<file path="config.mk">
export PLATFORM = sky130hd
export DESIGN_NAME = link_rx_buffer
export DESIGN_NICKNAME = d
export VERILOG_FILES = /design/src/rtl/link_rx_buffer.sv
export SDC_FILE = /design/constraint.sdc
export NUM_CORES = 1
export LEC_CHECK = 0
export CAP_MARGIN = 40
export CELL_PAD_IN_SITES_DETAIL_PLACEMENT = 0
export CELL_PAD_IN_SITES_GLOBAL_PLACEMENT = 1
export CORE_MARGIN = 2
export CORE_UTILIZATION = 40
export CTS_CLUSTER_DIAMETER = 30
export DETAILED_ROUTE_END_ITERATION = 8
export PLACE_DENSITY_LB_ADDON = 0.1
export SKIP_LAST_GASP = 1
export SYNTH_ARGS = -nofsm -noshare
export SYNTH_HDL_FRONTEND = slang
export SYNTH_SLANG_ARGS = --single-unit
</file>
<file path="constraint.sdc">
create_clock -name clk -period 2.4 [get_ports clk]
set_input_delay 0.6 -clock clk [delete_from_list [all_inputs] [get_ports clk]]
set_output_delay 0.6 -clock clk [all_outputs]
set_load 0.1 [all_outputs]
</file>
<file path="src/rtl/link_rx_buffer.sv">
// link_rx_buffer: responder end of a 4-phase req/ack byte link.
// Captures one byte per handshake into a circular FIFO, raises ack a fixed
// number of cycles after capture, and lets downstream logic drain the FIFO
// through a valid/ready port. Also tracks a saturating byte count, the last
// accepted byte and a sticky done flag.
//
// Ports:
//   clk        in   clock, rising edge
//   rst_n      in   asynchronous active-low reset
//   req        in   link request; data_in valid while high
//   data_in    in   [7:0] link byte
//   ack        out  link acknowledge (registered)
//   out_valid  out  FIFO non-empty
//   out_data   out  [7:0] registered FIFO head
//   out_ready  in   pop head when out_valid && out_ready
//   byte_cnt   out  [7:0] bytes accepted since reset, saturating
//   last_byte  out  [7:0] most recently accepted byte
//   done       out  sticky, set once byte_cnt reaches EXPECT_BYTES
module link_rx_buffer #(
   parameter int unsigned DEPTH        = 4,
   parameter int unsigned ACK_DELAY    = 2,
   parameter int unsigned EXPECT_BYTES = 4
) (
   input  logic       clk,
   input  logic       rst_n,
   input  logic       req,
   input  logic [7:0] data_in,
   output logic       ack,
   output logic       out_valid,
   output logic [7:0] out_data,
   input  logic       out_ready,
   output logic [7:0] byte_cnt,
   output logic [7:0] last_byte,
   output logic       done
);

   localparam int unsigned PW = $clog2(DEPTH);
   localparam int unsigned CW = PW + 1;
   localparam int unsigned DW = (ACK_DELAY > 1) ? $clog2(ACK_DELAY) : 1;
   localparam logic [DW-1:0] DLY_LOAD = (ACK_DELAY > 0) ? DW'(ACK_DELAY - 1) : '0;
   localparam logic [CW-1:0] FULL_CNT = CW'(DEPTH);
   localparam logic [7:0]    EXP_CNT  = 8'(EXPECT_BYTES);

   typedef enum logic [1:0] {StIdle, StDelay, StAck} state_e;

   state_e          state_q, state_d;
   logic            ack_q, ack_d;
   logic [DW-1:0]   dly_q, dly_d;
   logic [PW-1:0]   wr_ptr_q, wr_ptr_d;
   logic [PW-1:0]   rd_ptr_q, rd_ptr_d;
   logic [PW-1:0]   rd_next;
   logic [CW-1:0]   count_q, count_d;
   logic [7:0]      head_q, head_d;
   logic [7:0]      byte_cnt_q, byte_cnt_d;
   logic [7:0]      last_q, last_d;
   logic            done_q, done_d;
   logic [7:0]      mem [DEPTH];

   logic push;
   logic pop;

   // Capture only from IDLE, so a req held through DELAY/ACK never recaptures.
   assign push    = (state_q == StIdle) && req && (count_q != FULL_CNT);
   assign pop     = out_ready && (count_q != '0);
   assign rd_next = rd_ptr_q + 1'b1;

   always_comb begin
      state_d    = state_q;
      ack_d      = ack_q;
      dly_d      = dly_q;
      wr_ptr_d   = wr_ptr_q;
      rd_ptr_d   = rd_ptr_q;
      count_d    = count_q;
      head_d     = head_q;
      byte_cnt_d = byte_cnt_q;
      last_d     = last_q;
      done_d     = done_q;

      unique case (state_q)
         StIdle: begin
            if (push) begin
               state_d = (ACK_DELAY == 0) ? StAck : StDelay;
               dly_d   = DLY_LOAD;
            end
         end
         StDelay: begin
            if (dly_q == '0) begin
               state_d = StAck;
            end else begin
               dly_d = dly_q - 1'b1;
            end
         end
         StAck: begin
            // ack rises the cycle after entry; a sampled req=0 ends the handshake,
            // including the early-drop case where ack never got to rise.
            if (!req) begin
               state_d = StIdle;
               ack_d   = 1'b0;
            end else begin
               ack_d = 1'b1;
            end
         end
         default: begin
            state_d = StIdle;
            ack_d   = 1'b0;
         end
      endcase

      if (push) begin
         wr_ptr_d = wr_ptr_q + 1'b1;
         last_d   = data_in;
         if (byte_cnt_q != 8'hFF) begin
            byte_cnt_d = byte_cnt_q + 8'd1;
         end
      end
      if (pop) begin
         rd_ptr_d = rd_next;
      end

      if (push && !pop) begin
         count_d = count_q + 1'b1;
      end else if (!push && pop) begin
         count_d = count_q - 1'b1;
      end

      // Registered head: after a pop the new head is the next slot, unless the
      // only entry is leaving while a new byte lands in that next slot.
      if (pop) begin
         head_d = (push && (count_q == CW'(1))) ? data_in : mem[rd_next];
      end else if (push && (count_q == '0)) begin
         head_d = data_in;
      end

      if (byte_cnt_d >= EXP_CNT) begin
         done_d = 1'b1;
      end
   end

   always_ff @(posedge clk or negedge rst_n) begin
      if (!rst_n) begin
         state_q    <= StIdle;
         ack_q      <= 1'b0;
         dly_q      <= '0;
         wr_ptr_q   <= '0;
         rd_ptr_q   <= '0;
         count_q    <= '0;
         head_q     <= '0;
         byte_cnt_q <= '0;
         last_q     <= '0;
         done_q     <= 1'b0;
      end else begin
         state_q    <= state_d;
         ack_q      <= ack_d;
         dly_q      <= dly_d;
         wr_ptr_q   <= wr_ptr_d;
         rd_ptr_q   <= rd_ptr_d;
         count_q    <= count_d;
         head_q     <= head_d;
         byte_cnt_q <= byte_cnt_d;
         last_q     <= last_d;
         done_q     <= done_d;
      end
   end

   // Storage needs no reset; only pointers/count define what is valid.
   always_ff @(posedge clk) begin
      if (push) begin
         mem[wr_ptr_q] <= data_in;
      end
   end

   assign ack       = ack_q;
   assign out_valid = (count_q != '0);
   assign out_data  = head_q;
   assign byte_cnt  = byte_cnt_q;
   assign last_byte = last_q;
   assign done      = done_q;

endmodule

</file>
==> qor.yml <==
status: "completed"
startpoint_type: "input port"
crit_path_end_kind: "flip-flop"
cp.required_ps: 2610
cts-root-buf: "clkbuf_8"
synth_cells: 216
antenna_found_initial: 0
diodes: 0
crit_type: "input port to flip-flop"
syn_area_per_cell_um2: 13.6
synth_seq_cells: 68
ys_seq_area_frac: 0.635
slew_violations: 0
worst_clock_skew_ps: 8.39
clock-sinks: 68
cts_hold_buf: 0
dr.pass1.iters: 4
grt_max_degree: 21
drt_iter0_drc: 43
dp_slack_ps: -551
drc: 0
grt_pass1_vias: 1734
rsz0062_at_grt: "no"
portBuffers: 38
ys_async_sr_fraction: 0.529
syn_nets: 238
ant_nets: 0
worstPathMaxFanout: 3
final_core_util: 0.522
die_h_um: 89.6
layout.nets: 303
path_clk_slew_ps: 80
globalplace.congestion: 0.800
insertion_delay_ps: 330
die_x_um: 89.6
cts_tree: "done"
worst_slew_pin_slew_ps: 558
ys_types: 37
syn_area_mm2: 0.00293
worstPathArrival_ps: 2470
vias_per_cell: 4.66
synth_edf_count: 32
num_io_pins: 39
fin_crit_sh: 0.945
start_util: 0.408
yosysWarnings: 0
core-area_mm2: 0.00718
wl_per_cell_um: 14.8
place_hpwl_mm: 4.03
finalSetupViolations: 0
crit_start: "req"
fmax_mhz: 441
cap_violations: 0
drt_wl_total_mm: 5.68
clockBufferDepth: 2
htreeDepth: 3
core.rowCount: 31
vias: 1795
dieArea_mm2: 0.00803
hold_violations: 0
grt_pass1_wl_mm: 9.03
fillCellCount: 656
syn2layout_area_growth_pct: 27.7
period_needed_ps: 2270
numCtsBuffers: 9
max-slew-margin-rel: 0.628
grt_usage: 0.156
fin_ws_ps: 133
ys.flop_type: "dfrtp_1"
grt_overflow_total: 0
drive_gt1_frac: 0.322
hold_class: "input port to asynchronous set/reset pin"
reg2reg_from: "count_q[1]"
-- critical path, cell delays in order --
cell	delay (ps)
dlygate4sd2_1	220
or3b_4	430
nor4_4	300
mux2_2	380
nor3_2	110
or4b_1	440
-- flip-flops by register name, indices dropped and copies added, names as in the netlist --
signal	flops
mem	32
byte_cnt	8
last_byte	8
out_data	8
count_q	3
rd_ptr_q	2
state_q	2
wr_ptr_q	2
ack	1
dly_q	1
done	1
-- stage by stage --
stage               cell area [um2]  std cells  hold WS (ps)  TNS (ps)
finish                         3740        385           214         0
global route                   3740        385           243         0
CTS                            3740        385           216         0
detailed placement             3530        369           465      -709
global placement               3530        369           461      -591
floorplan                      2940        216           304     -54.6
-- worst paths after layout --
kind	to	slack, ps	depth (start not counted)
min	out_data[7]	210	1
max in group asynchronous	last_byte[7]	1630	2
max reg2reg	done	140	7
min reg2reg	last_byte[3]	480	2
min in group clk	last_byte[3]	480	2
max	done	130	6
-- per-layer routing --
metal	global-route usage	vias to the layer above	share of wire
met5	0	-	0
met4	0.0773	0	0.018
met3	0.0283	9	0.034
met2	0.225	33	0.45
met1	0.227	854	0.50
li1	-	899	-
-- cell usage in the layout (no fill, tap or decap), types with 2 or more instances in the layout --
cell type,instances
buf_12,2
mux2_4,2
buf_4,47
mux2i_1,9
xor2_1,2
nor2_1,10
dfrtp_2,3
a21oi_1,9
dfrtp_1,33
nand4_1,3
and3_1,5
clkdlybuf4s50_1,9
mux4_2,8
mux2_2,2
nand2_1,37
o21ai_0,6
or2b_1,2
ha_1,10
clkbuf_8,9
xnor2_1,7
inv_1,6
nand3_1,5
edfxtp_1,32
nor3_2,2
clkinv_2,3
-- cell families (layout without fill, tap and decap cells) --
group | count (synthesis) | count (layout) | synth area share
buffers and inverters | 13 | 83 | 0.0175
adders and majority gates | 10 | 10 | 0.0427
DFF | 68 | 68 | 0.635
AOI/OAI and AO/OA | 19 | 19 | 0.0359
and+or+nand+nor | 76 | 76 | 0.133
xor gates and xnor gates | 9 | 9 | 0.0269
muxes | 21 | 21 | 0.109
-- layout make-up --
cell class	count	area, um2	share of cell area
repair buffers	60	497	0.133
flip-flops and latches	68	1870	0.498
well taps	99	124	0.0331
clock inverters	6	56.3	0.0150
multi-input cells	135	1050	0.280
clock buffers	10	128	0.0341
inverters	7	26.3	0.00702
-- cells in the mapped netlist (2+ instances only) --
cell | count | area, um2
mux2_2 | 3 | 33.8
nand4_1 | 3 | 18.8
xnor2_1 | 7 | 61.3
mux4_2 | 8 | 180
inv_1 | 6 | 22.5
a21oi_1 | 9 | 45.0
o21ai_0 | 6 | 30.0
mux2i_1 | 9 | 90.1
and3_1 | 5 | 31.3
xor2_1 | 2 | 17.5
nor4_1 | 2 | 12.5
nand2_1 | 37 | 139
dfrtp_1 | 36 | 901
nand3_1 | 5 | 25.0
or2b_1 | 2 | 15.0
nor2_1 | 10 | 37.5
clkbuf_1 | 4 | 15.0
nor3_2 | 2 | 20.0
ha_1 | 10 | 125
nand2b_1 | 2 | 12.5
edfxtp_1 | 32 | 961
-- repair_timing --
action	CTS	global route
gates cloned	0	0
setup endpoints to repair	1	1
resized for setup	4	2
pin swaps	1	0
setup buffers	0	0
Power is left out: the tool's default activity adds up to more than one toggle a clock period on the data nets, which glitch-free logic cannot reach.
